===== config.mk =====
export PLATFORM = sky130hd
export DESIGN_NAME = regfile_wr_arbiter
export DESIGN_NICKNAME = d
export VERILOG_FILES = /design/src/rtl/regfile_wr_arbiter.sv
export SDC_FILE = /design/constraint.sdc
export NUM_CORES = 1
export LEC_CHECK = 0
export CORE_ASPECT_RATIO = 0.9
export CORE_MARGIN = 10
export CORE_UTILIZATION = 40
export DETAILED_ROUTE_END_ITERATION = 8
export HOLD_SLACK_MARGIN = 0.05
export MAX_ROUTING_LAYER = met4
export PLACE_DENSITY = 0.9
export SETUP_SLACK_MARGIN = 0.02
export SYNTH_ARGS = -nofsm -noshare
export SYNTH_HDL_FRONTEND = slang
export SYNTH_SLANG_ARGS = --single-unit

===== constraint.sdc =====
create_clock -name clk -period 4.2 [get_ports clk]
set_input_delay 0.84 -clock clk [delete_from_list [all_inputs] [get_ports clk]]
set_output_delay 0.84 -clock clk [all_outputs]
set_load 0.05 [all_outputs]

===== src/rtl/regfile_wr_arbiter.sv =====
`timescale 1ns/1ps
`default_nettype none
// ============================================================================
// Module      : regfile_wr_arbiter
// Description : Two-requester (ALU / load unit) writeback arbiter in front of
//               a single register-file write port, with a per-register
//               pending-write scoreboard. Round-robin between the ALU and the
//               load unit, favouring the ALU after reset. Defining the macro
//               RF_ARB_FIXED_PRIO_EN makes the load unit always win a
//               contested cycle and removes the round-robin pointer.
// Revision    : 1.0 - initial release
// ============================================================================
module regfile_wr_arbiter #(
  parameter int DATA_W   = 8,
  parameter int NUM_REGS = 4
) (
  input  logic                                   clk,
  input  logic                                   rst_n,
  // ALU writeback requester
  input  logic                                   alu_valid,
  input  logic [((NUM_REGS > 1) ? $clog2(NUM_REGS) : 1)-1:0] alu_reg,
  input  logic [DATA_W-1:0]                      alu_data,
  output logic                                   alu_ready,
  // Load-unit writeback requester
  input  logic                                   mem_valid,
  input  logic [((NUM_REGS > 1) ? $clog2(NUM_REGS) : 1)-1:0] mem_reg,
  input  logic [DATA_W-1:0]                      mem_data,
  output logic                                   mem_ready,
  // Decode-stage destination reservation
  input  logic                                   rsv_valid,
  input  logic [((NUM_REGS > 1) ? $clog2(NUM_REGS) : 1)-1:0] rsv_reg,
  // Register-file write port
  output logic                                   WriteEnable,
  output logic [((NUM_REGS > 1) ? $clog2(NUM_REGS) : 1)-1:0] WriteReg,
  output logic [DATA_W-1:0]                      WriteData,
  // Pending-write scoreboard
  output logic [NUM_REGS-1:0]                    busy
);

  localparam int c_REG_W = (NUM_REGS > 1) ? $clog2(NUM_REGS) : 1;

  // Grant encoding: which requester wins the write port this cycle
  localparam logic [1:0] c_GRANT_NONE = 2'b00;
  localparam logic [1:0] c_GRANT_ALU  = 2'b01;
  localparam logic [1:0] c_GRANT_MEM  = 2'b10;

  logic [1:0]          w_grant;
  logic                w_anyGrant;
  logic [c_REG_W-1:0]  w_selReg;
  logic [DATA_W-1:0]   w_selData;
  logic [NUM_REGS-1:0] w_setMask;
  logic [NUM_REGS-1:0] w_clrMask;

  logic                r_writeEnable;
  logic [c_REG_W-1:0]  r_writeReg;
  logic [DATA_W-1:0]   r_writeData;
  logic [NUM_REGS-1:0] r_busy;

`ifndef RF_ARB_FIXED_PRIO_EN
  // Round-robin pointer: a one-bit state machine naming the requester that
  // wins the next contested cycle.
  localparam logic [0:0] c_FAV_ALU = 1'b0;
  localparam logic [0:0] c_FAV_MEM = 1'b1;

  logic [0:0] r_favour;

  // Pointer moves only on a grant, always towards the requester not served
  always_ff @(posedge clk or negedge rst_n) begin
    if (!rst_n) begin
      r_favour <= c_FAV_ALU;
    end else if (w_grant == c_GRANT_ALU) begin
      r_favour <= c_FAV_MEM;
    end else if (w_grant == c_GRANT_MEM) begin
      r_favour <= c_FAV_ALU;
    end
  end
`endif

  // Grant decision; nothing is granted while reset is held low
  always_comb begin
    w_grant = c_GRANT_NONE;
    if (rst_n) begin
      if (alu_valid && mem_valid) begin
`ifdef RF_ARB_FIXED_PRIO_EN
        w_grant = c_GRANT_MEM;
`else
        w_grant = (r_favour == c_FAV_MEM) ? c_GRANT_MEM : c_GRANT_ALU;
`endif
      end else if (alu_valid) begin
        w_grant = c_GRANT_ALU;
      end else if (mem_valid) begin
        w_grant = c_GRANT_MEM;
      end
    end
  end

  assign alu_ready  = (w_grant == c_GRANT_ALU);
  assign mem_ready  = (w_grant == c_GRANT_MEM);
  assign w_anyGrant = (w_grant != c_GRANT_NONE);

  // Select the winning requester's destination and data
  always_comb begin
    w_selReg  = alu_reg;
    w_selData = alu_data;
    if (w_grant == c_GRANT_MEM) begin
      w_selReg  = mem_reg;
      w_selData = mem_data;
    end
  end

  // Per-register set (reservation) and clear (accepted write) decode
  for (genvar i = 0; i < NUM_REGS; i++) begin : g_busyDec
    localparam logic [c_REG_W-1:0] c_IDX = c_REG_W'(i);
    assign w_setMask[i] = rsv_valid  && (rsv_reg  == c_IDX);
    assign w_clrMask[i] = w_anyGrant && (w_selReg == c_IDX);
  end

  // Scoreboard: a reservation wins over a same-cycle clear, no counting
  always_ff @(posedge clk or negedge rst_n) begin
    if (!rst_n) begin
      r_busy <= '0;
    end else begin
      r_busy <= (r_busy & ~w_clrMask) | w_setMask;
    end
  end

  // Write port: strobe for exactly one cycle after a grant, index/data hold
  always_ff @(posedge clk or negedge rst_n) begin
    if (!rst_n) begin
      r_writeEnable <= 1'b0;
      r_writeReg    <= '0;
      r_writeData   <= '0;
    end else begin
      r_writeEnable <= w_anyGrant;
      if (w_anyGrant) begin
        r_writeReg  <= w_selReg;
        r_writeData <= w_selData;
      end
    end
  end

  assign WriteEnable = r_writeEnable;
  assign WriteReg    = r_writeReg;
  assign WriteData   = r_writeData;
  assign busy        = r_busy;

endmodule
`default_nettype wire


### Word-level counts from Yosys, hierarchy flattened

Index checks and enable logic that the tools add are counted.

| word-level totals | value |
|---|---|
| bits in registers | 16 |
| output and inout bits | 17 |
| input port bits | 27 |
| word-level logic and storage cells | 38 |

| operators by class | value |
|---|---|
| eq/ne operators | 8 |
| multiplexer cells | 9 |
| reductions and logical operators | 13 |
| bitwise operators | 3 |

Operators by type and width:

| kind | number |
|---|---|
| $mux 2 | 6 |
| $eq 2x2->1 const B | 5 |
| $logic_and 1x1->1 | 9 |
| $mux 8 | 1 |
| $eq 2x1->1 const B | 3 |
| $and 4x4->4 | 1 |
| $logic_not 2->1 | 2 |
| $not 4->4 | 1 |
| $or 4x4->4 | 1 |
| $reduce_bool 2->1 | 2 |
| $mux 1 | 2 |

### Logic depth before layout (Yosys ltp)

| logic depth | value |
|---|---|
| depth after elaboration | 11 |
| mapped depth | 8 |

### Worst setup path before layout

No wires, ideal clock.

| timing | value |
|---|---|
| path type | input to register |
| start | in mem_valid |
| end | reg r_busy[0], in the netlist busy[0] |
| stages | 8 |
| required time | 4.078 ns |
| data arrival time | 2.483 ns |
| slack | 1.595 ns |
| library setup time | 0.122 ns |
| path through | nand2_1 a21o_1 inv_1 ha_1 buf_6 mux2_4 nand3b_1 a32o_1 |

| on the way | value |
|---|---|
| longest elaborated chain between the ends | 11 |

Ends and longest elaborated chain:

| element | line | text |
|---|---|---|
| from (decl) | 25 | `input logic mem_valid,` |
| $mux 2 | 91 | `end else if (mem_valid) begin` |
| $mux 2 | 89 | `end else if (alu_valid) begin` |
| $mux 2 * | 83 | `if (alu_valid && mem_valid) begin` |
| $mux 2 * | 82 | `if (rst_n) begin` |
| $eq 2x2->1 * | n/a |  |
| net mem_ready | 28 | `output logic mem_ready,` |
| $mux 2 * | 105 | `if (w_grant == c_GRANT_MEM) begin` |
| $logic_not 2->1 * | 115 | `assign w_clrMask[i] = w_anyGrant && (w_selReg == c_IDX);` |
| $logic_and 1x1->1 * | 115 |  |
| $not 4->4 * | 123 | `r_busy <= (r_busy & ~w_clrMask) \| w_setMask;` |
| $and 4x4->4 * | 123 |  |
| $or 4x4->4 * | 123 |  |
| to (signal assigned) | 123 |  |
| to (decl) | 57 | `logic [NUM_REGS-1:0] r_busy;` |

The timed path passes the listed nets; every way through them passes the cells marked *.
A chain may end at the register's enable or synchronous reset.

### Final worst setup path

| timing | value |
|---|---|
| start | in rst_n |
| end | out mem_ready |

| on the way | value |
|---|---|
| longest elaborated chain between the ends | 2 |

Ends and longest elaborated chain:

| element | line | text |
|---|---|---|
| from (decl) | 18 | `input logic rst_n,` |
| $mux 2 | 82 |  |
| $eq 2x2->1 | 98 | `assign mem_ready = (w_grant == c_GRANT_MEM);` |
| to (decl) | 28 |  |

No other way between the ends.

==> impl_metrics.sql <==
INSERT INTO impl_metrics (metric_group, metric, value, unit) VALUES
('run_status', 'outcome', 'complete, no violations', ''),
('pwr', 'clock_power_share', '13.9', '%'),
('cts', 'tritoncts', 'done', ''),
('placed_design', 'dp_hpwl', '1850', 'um'),
('sta', 'timing.max_slew.rel_slack', '60.1', '%'),
('critical_path', 'r2r.worst_path.cells', '8', ''),
('sta', 'finClkSkew', '0.00311', 'ns'),
('cts', 'cts_buffers', '3', ''),
('sta', 'hold_ws', '0.496', 'ns'),
('cts', 'cts_root_buf', 'clkbuf_4', ''),
('critical_path', 'worst-path-stages', '5', ''),
('routing', 'ant_nets', '0', ''),
('flow_run', 'drv.max_cap_violation_count', '0', ''),
('logic_synthesis', 'synthesis.instances', '73', ''),
('routing', 'wl_per_cell', '15.4', 'um'),
('placed_design', 'placed_area', '0.00123', 'sq mm'),
('floorplan', 'fp.dieH', '61.6', 'um'),
('floorplan', 'rows', '14', ''),
('pwr', 'combPwrFrac', '49.0', '%'),
('critical_path', 'critPathMaxFanout', '17', ''),
('cts', 'cts_hold_repair.buffers', '0', ''),
('critical_path', 'setup.worst_path.end_class', 'primary output', ''),
('final_layout', 'area.growth.synth_to_final', '63.3', '%'),
('pwr', 'ir_drop', '0.000251', 'V'),
('critical_path', 'critical-path-top-delay-family', 'buffers and inverters', ''),
('final_layout', 'n_antenna_cell', '0', ''),
('critical_path', 'crit-reg2reg-launch', 'r_favour', ''),
('routing', 'post_drt_via_cell_ratio', '4.89', ''),
('cts', 'htree_num_levels', '1', ''),
('routing', 'finalWirelength', '2190', 'um'),
('grt', 'grt_pass1_wl', '3380', 'um'),
('logic_synthesis', 'synth_cell_types', '16', ''),
('placed_design', 'placer_s_final_routability_congestion_estimate', '0.878', ''),
('worst_hold_path', 'hold_class', 'flop to flop', ''),
('final_layout', 'layout.filler_cells', '139', ''),
('logic_synthesis', 'syn_nets', '103', ''),
('cts', 'post_cts.resized_instances', '0', ''),
('final_layout', 'finalCoreUtilization', '71.7', '%'),
('sta', 'max_freq', '316', 'MHz'),
('pwr', 'power.total', '550', 'uW'),
('cts', 'path_clk_slew', '0.08', 'ns'),
('pwr', 'sequential_cell_fraction_of_total_power', '37.1', '%'),
('critical_path', 'critPathBufInv', '3', ''),
('critical_path', 'critPathKind', 'primary input to primary output', ''),
('critical_path', 'reg2reg_slack', '2.02', 'ns'),
('critical_path', 'series_of_cell_instances_along_the_critical_path', 'clkdlybuf4s50_1 -> buf_4 -> nand3_1 -> ha_1 -> buf_12', ''),
('logic_synthesis', 'synth_area_per_cell', '10.5', 'sq um'),
('cts', 'cts_setup_buffers', '0', ''),
('pwr', 'p_leak', '0.548', 'nW'),
('grt', 'antenna_found_initial', '0', ''),
('critical_path', 'critPathMaxStageDelay', '0.48', 'ns'),
('sta', 'layout_worst_path_cycle_share', '75.4', '%'),
('routing', 'route.detailed.drc', '0', ''),
('critical_path', 'endpoint_of_the_worst_slack_reg_to_reg_timing_path', 'busy[2]', ''),
('critical_path', 'crit_path_from', 'rst_n', ''),
('cts', 'clk_path_buf_depth', '2', ''),
('routing', 'via_count', '694', ''),
('floorplan', 'design.die.area', '0.00408', 'sq mm'),
('routing', 'dr.first_iter.drc_count', '10', ''),
('final_layout', 'seqCellArea', '400', 'sq um'),
('pwr', 'p_sw_share', '41.8', '%'),
('grt', 'grt_usage', '11.0', '%'),
('placed_design', 'portBuffers', '43', ''),
('grt', 'largest_net_degree_at_the_start_of_global_routing', '22', ''),
('logic_synthesis', 'yosysTopAreaCellShare', '52.0', '%'),
('sta', 'timing_max_transition_violations_final', '0', ''),
('floorplan', 'die_width', '66.2', 'um'),
('cts', 'clock_sink_count', '16', ''),
('sta', 'timing.setup.tns', '0', 'ns'),
('placed_design', 'placed_cell_count', '139', ''),
('grt', 'grt_pass1_vias', '719', '');
## how the worst min path moves through the flow
stage / end / startpoint / slack, ns
after global placement: WriteData[4] / WriteData[4] / 0.47
after detailed placement: WriteData[2] / WriteData[2] / 0.48
after global routing: WriteData[5] / WriteData[5] / 0.52
after CTS: WriteData[2] / WriteData[2] / 0.50
after floorplan: r_favour / r_favour / 0.53
final: WriteData[2] / WriteData[2] / 0.50
## flip-flops by register name, indices dropped and copies added (netlist names)
name,flops
WriteData,8
WriteEnable,1
WriteReg,2
busy,4
r_favour,1
## cells by family (layout without fill, tap and decap cells)
group | Yosys count | in the layout | synth area share [%]
AO/OA/AOI/OAI | 17 | 17 | 13.5
adder cells (fa/ha/maj) | 3 | 3 | 4.88
buffers and inverters | 10 | 55 | 5.85
flip-flops | 16 | 16 | 52.0
multiplexers | 11 | 11 | 15.1
AND/OR/NAND/NOR | 16 | 16 | 8.62
## worst min-delay path, delay by kind of cell, from the launching register on
kind / cells / cell delay, ns
compound gates: 1 / 0.06
flops: 1 / 0.36
simple gates: 1 / 0.05
## Yosys cell counts, drive strengths merged
cell type	instances
a32o	2
nand3	2
buf	1
o221ai	1
o31ai	1
dfrtp	16
ha	3
nand2	13
mux2	2
o21ai	12
mux2i	9
clkbuf	2
nand3b	1
a21o	1
inv	7
## power by group through the flow
| stage | clock network, mW | logic [mW] | registers, mW |
|---|---|---|---|
| final | 0.0767 | 0.269 | 0.204 |
| after global placement | 0 | 0.267 | 0.207 |
| after CTS | 0.0794 | 0.273 | 0.205 |
| after global routing | 0.0855 | 0.285 | 0.209 |
| after floorplan | 0 | 0.0543 | 0.313 |
| after detailed placement | 0 | 0.272 | 0.207 |
## area by class of cell
class | count | share of cell area (%)
inverters | 7 | 2.09
well taps | 24 | 2.39
clock buffers | 3 | 1.79
repair buffers | 45 | 36.1
multi-input cells | 47 | 25.8
flip-flops and latches | 16 | 31.9
## metal layers
metal | global-route usage [%] | vias up | share of wire, %
met5 | - | - | 0
met4 | 2.69 | 0 | 0.64
met3 | 3.45 | 2 | 7.7
met2 | 19.0 | 33 | 49
met1 | 12.1 | 315 | 43
li1 | - | 344 | -
## cells in the final DEF, fill, tap and decap left out
| master | Yosys | final |
|---|---|---|
| a21o_1 | 1 | 1 |
| a32o_1 | 2 | 2 |
| buf_12 | 0 | 1 |
| buf_4 | 0 | 3 |
| clkbuf_4 | 0 | 3 |
| clkdlybuf4s50_1 | 0 | 41 |
| dfrtp_1 | 16 | 16 |
| ha_1 | 3 | 3 |
| inv_1 | 7 | 7 |
| mux2_2 | 1 | 1 |
| mux2_4 | 1 | 1 |
| mux2i_1 | 9 | 9 |
| nand2_1 | 13 | 13 |
| nand3_1 | 2 | 2 |
| nand3b_1 | 1 | 1 |
| o21ai_0 | 12 | 12 |
| o221ai_1 | 1 | 1 |
| o31ai_1 | 1 | 1 |
Note: power is estimated with default switching activity, not from simulation.
==> edit 1 (same settings) <==
Reset style: synchronous (`rst_n`), changed in 3 clocked blocks.
--- a/src/rtl/regfile_wr_arbiter.sv
+++ b/src/rtl/regfile_wr_arbiter.sv
@@ -66,5 +66,5 @@
 
   // Pointer moves only on a grant, always towards the requester not served
-  always_ff @(posedge clk or negedge rst_n) begin
+  always_ff @(posedge clk) begin
     if (!rst_n) begin
       r_favour <= c_FAV_ALU;
@@ -117,5 +117,5 @@
 
   // Scoreboard: a reservation wins over a same-cycle clear, no counting
-  always_ff @(posedge clk or negedge rst_n) begin
+  always_ff @(posedge clk) begin
     if (!rst_n) begin
       r_busy <= '0;
@@ -126,5 +126,5 @@
 
   // Write port: strobe for exactly one cycle after a grant, index/data hold
-  always_ff @(posedge clk or negedge rst_n) begin
+  always_ff @(posedge clk) begin
     if (!rst_n) begin
       r_writeEnable <= 1'b0;
Function: differs if rst_n is asserted again (counterexample within 4 cycles, from zero or initial values and one cycle with rst_n low); with rst_n held inactive, the same outputs for 10 cycles.
==> edit 1 against the unedited design <==
  * Wire length increased by 5.0%
  * Design area increased by 1.6%
  * Area after synthesis increased by 2.4%
  * Maximum frequency decreased by 13%
  * Sequential cell count unchanged
  * Utilization decreased by 4.4 points
  * First-iteration DRC count increased by 100%
  * Synthesized cell count increased by 9.6%
  * Largest cell class unchanged
  * Via count increased by 4.6%
  * Worst setup slack got worse by 470 ps
Power is not compared: it rests on default switching activity, and its combinational part moved more than twofold at a synthesized area within 25%.
==> edit 1: results (changes against the unedited design) <==
Finish
  – Share of cells above drive strength 1: 6.50% (was 7.63%)
  – ANT cells: 0 (unchanged)
  – Max FFs per register: 8 (unchanged)
  – Finished Layout Cells: 148 (was 142)

GRT
  – First-pass GRT wire length: 3870 um (was 3380 um)
  – Vias in the first global route: 763 (was 719)
  – Global router's overall resource usage: 12.0% (was 11.0%)
  – Met1 usage: 13.8% (was 12.1%)
  – Total grt overflow: 0 (unchanged)
  – Met3 Resource Use GR: 3.41% (was 3.45%)
  – Initial antenna violation count: 0 (unchanged)
  – Met2 Resource Use GR: 19.4% (was 19.0%)

Clocking
  – Clock transition at the registers of the reported paths: 90 ps
  – Bufs on Longest Clock Path: 2 (unchanged)
  – H-Tree Depth: 1 (unchanged)
  – Setup bufs post-CTS: 0 (unchanged)

Route
  – Total iterations of the first detailed-routing run: 4 (unchanged)
  – Met1 wire length: 978 um (was 940 um)
  – WL met2: 1140 um (was 1070 um)
  – Routed vias: 726 (was 694)
  – Wire per inst: 15.5 um (was 15.4 um)
  – WL met3: 150 um (was 168 um)
  – Starting DRT DRC Count: 20 (was 10)

Critical path
  – CP max stage delay: 820 ps (was 480 ps)
  – R2r startpoint: r_favour (unchanged)
  – Crit path DAT: 2800 ps (was 2330 ps)
  – R2R Setup Slk: around 2000 ps
  – End of the critical path: alu_ready (was mem_ready)
  – Max Fanout on Critical Path: 9 (was 17)
  – R2R Path End: busy[2] (unchanged)
  – R2R cell count: 6 (was 8)

Yosys
  – Syn_nets: 110 (was 103)
  – Cells after synthesis: 80 (was 73)
  – Synth cell count leaders: dfxtp_1, nand2_1, mux2i_1 (was dfrtp_1, nand2_1, o21ai_0)
  – Main synth FF type: dfxtp_1 (was dfrtp_1)
  – Ys Warns: 0 (unchanged)
  – Sequential area share after synthesis: 40.6% (was 52.0%)
  – Count of different cell masters after synthesis: 26 (was 16)
  – Top cells by area, synth: dfxtp_1, mux2i_1, o211a_1 (was dfrtp_1, mux2i_1, o21ai_0)
  – Ys async rst share: 0% (was 100%)

Power
  – Leakage: 0.559 nW
  – Max IR drop VDD: 0.218 mV

Hold path
  – Hold endpoint: WriteData[1] (was WriteData[2])
  – Hold Crit Depth: 1 (was 2)
  – Hold wc startpoint: WriteData[1] (was WriteData[2])

Timing
  – Worst hold margin: 484 ps (was 496 ps)
  – Skew final: 2.11 ps (was 3.11 ps)
  – Hold Vio Cnt, Final: 0 (unchanged)
  – Worst Tran Pin Value: 782 ps (was 599 ps)
  – Fin worst setup slack: 563 ps (was 1030 ps)

Placement
  – Final Wtd Congestion: 0.821 (was 0.878)
  – Dpl hpwl: 1940 um (was 1850 um)
  – Dpl cells: 144 (was 139)
  – Setup slack at placement: 581 ps (was 1000 ps)
  – Cell Area, Placed: 1240 sq um (was 1230 sq um)

Status
  – Status: finished clean (unchanged)
==> edit 1: changes by cell type in the layout (fill, tap and decap cells not counted), moves of 9 or more <==
cell | before | now
dfrtp_1 | 16 | 0
dfxtp_1 | 0 | 16
o211a_1 | 0 | 9
o21ai_0 | 12 | 2
==> edit 1: cells by family after synthesis <==
logic type,after synthesis,share of synthesized area (%)
AO/OA/AOI/OAI,20,21.3
buffers and inverters,10,5.87
AND/OR/NAND/NOR,20,11.9
flip-flops,16,40.6
adder cells (fa/ha/maj),3,4.76
multiplexers,11,15.6
==> edit 1: power by group <==
group	internal, mW	leakage (nW)	switching [mW]
logic	0.0593	0.406	0.0746
clock network	0.0526	0.0210	0.0452
registers	0.163	0.132	0.00567
==> edit 1: layout make-up <==
| cell class | instances | area [sq um] |
|---|---|---|
| multi-input combinational | 54 | 422 |
| inverter | 5 | 18.8 |
| timing repair buffer | 44 | 448 |
| clock buffer | 4 | 36.3 |
| fill | 160 | 619 |
| tap | 25 | 31.3 |
| sequential | 16 | 320 |
==> edit 2 (same flow settings) <==
Without the edit above. Set the parameter `DATA_W` to 6 (it was 8).
--- a/src/rtl/regfile_wr_arbiter.sv
+++ b/src/rtl/regfile_wr_arbiter.sv
@@ -12,5 +12,5 @@
 // ============================================================================
 module regfile_wr_arbiter #(
-  parameter int DATA_W   = 8,
+  parameter int DATA_W   = 6,
   parameter int NUM_REGS = 4
 ) (
Ports: changed (resized WriteData, alu_data and mem_data); port bits go from 44 to 38. The function was not compared with the original's and may differ.
==> edit 2 against the unedited design <==
  * Wire length fell by 14%
  * Clock power fell by 4.8%
  * Clock skew fell by 1.1 ps
  * Design area fell by 12%
  * Synthesized cell count fell by 12%
  * Worst setup slack got worse by 170 ps
  * Area after synthesis fell by 12%
  * Utilization fell by 4.8 points
  * Register-to-register slack improved by 80 ps
  * Sequential share of layout area fell by 0.055 points
  * Sequential cell count fell by 2
  * Largest power group unchanged
  * Power fell by 12%
==> edit 2: results (changes against the unedited design) <==
Finish
  – Fin nets: 131 (was 150)
  – Max FFs per register: 6 (was 8)
  – Filler instances: 150 (was 139)
  – Share of cells above drive strength 1: 7.77% (was 7.63%)

GRT
  – Pin count of the biggest net entering global routing: 18 (was 22)
  – Global router's overall resource usage: 10.5% (was 11.0%)
  – Met1 usage: 10.9% (was 12.1%)
  – First-pass GRT wire length: 3050 um (was 3380 um)
  – Met2 Resource Use GR: 17.6% (was 19.0%)
  – Met3 Resource Use GR: 2.65% (was 3.45%)
  – Vias in the first global route: 679 (was 719)

Critical path
  – Crit path DAT: 2500 ps (was 2330 ps)
  – R2R cell count: 7 (was 8)
  – Max Fanout on Critical Path: 9 (was 17)
  – R2R Setup Slk: 2100 ps (was 2020 ps)

Yosys
  – Adder-cell share of the synthesized area: 5.54% (was 4.88%)
  – Synth cell count leaders: dfrtp_1, nand2_1, o21ai_0 (unchanged)
  – Syn_nets: 90 (was 103)
  – Top cells by area, synth: dfrtp_1, mux2i_1, o21ai_0 (unchanged)

Placement
  – Dpl hpwl: 1580 um (was 1850 um)
  – Port Buffers: 37 (was 43)
  – Final Wtd Congestion: 0.779 (was 0.878)

Route
  – Starting DRT DRC Count: 15 (was 10)
  – WL met3: 118 um (was 168 um)
  – Met1 wire length: 788 um (was 940 um)
  – WL met2: 950 um (was 1070 um)

Power
  – Max IR drop VDD: 0.236 mV (was 0.251 mV)
  – Combinational logic power: 0.232 mW (was 0.269 mW)
  – Power share of the clock group: 15.1% (was 13.9%)
  – Switch share: 41.3% (was 41.8%)
  – Leakage: 0.482 nW (was 0.548 nW)

Hold path
  – Hold endpoint: WriteData[1] (was WriteData[2])
  – Hold wc startpoint: WriteData[1] (was WriteData[2])

Timing
  – Skew final: 2.02 ps (was 3.11 ps)
  – Slew headroom: 61.1% (was 60.1%)
  – Worst hold margin: 494 ps (was 496 ps)

Status
  – Status: finished clean (unchanged)
-- edit 2: changes by cell type after synthesis --
cell,before,now
mux2i_1,9,7
o21ai_0,12,10
nand2_1,13,11
dfrtp_1,16,14
clkbuf_1,2,1
-- edit 2: per-stage QoR --
stage	cell area (sq um)	util, %	power [mW]	cells	setup slack, ps
finish	1100	66.9	0.482	127	862
global route	1100	66.9	0.511	127	769
CTS	1100	66.9	0.490	127	825
detailed placement	1080	65.5	0.415	124	832
global placement	1080	65.5	0.411	124	926
floorplan	678	-	0.321	64	1610
-- edit 2: critical path, stage by stage --
cell and delay (ps):
clkdlybuf4s50_1 580, nand2_1 70, a21o_1 190, inv_1 70, ha_1 520, buf_12 210
-- edit 2: area by class of cell --
class	instances	share of cell area, %
clock buffer	3	2.05
timing repair buffer	38	35.0
sequential	14	31.8
tap	24	2.73
inverter	7	2.39
multi-input combinational	41	26.0
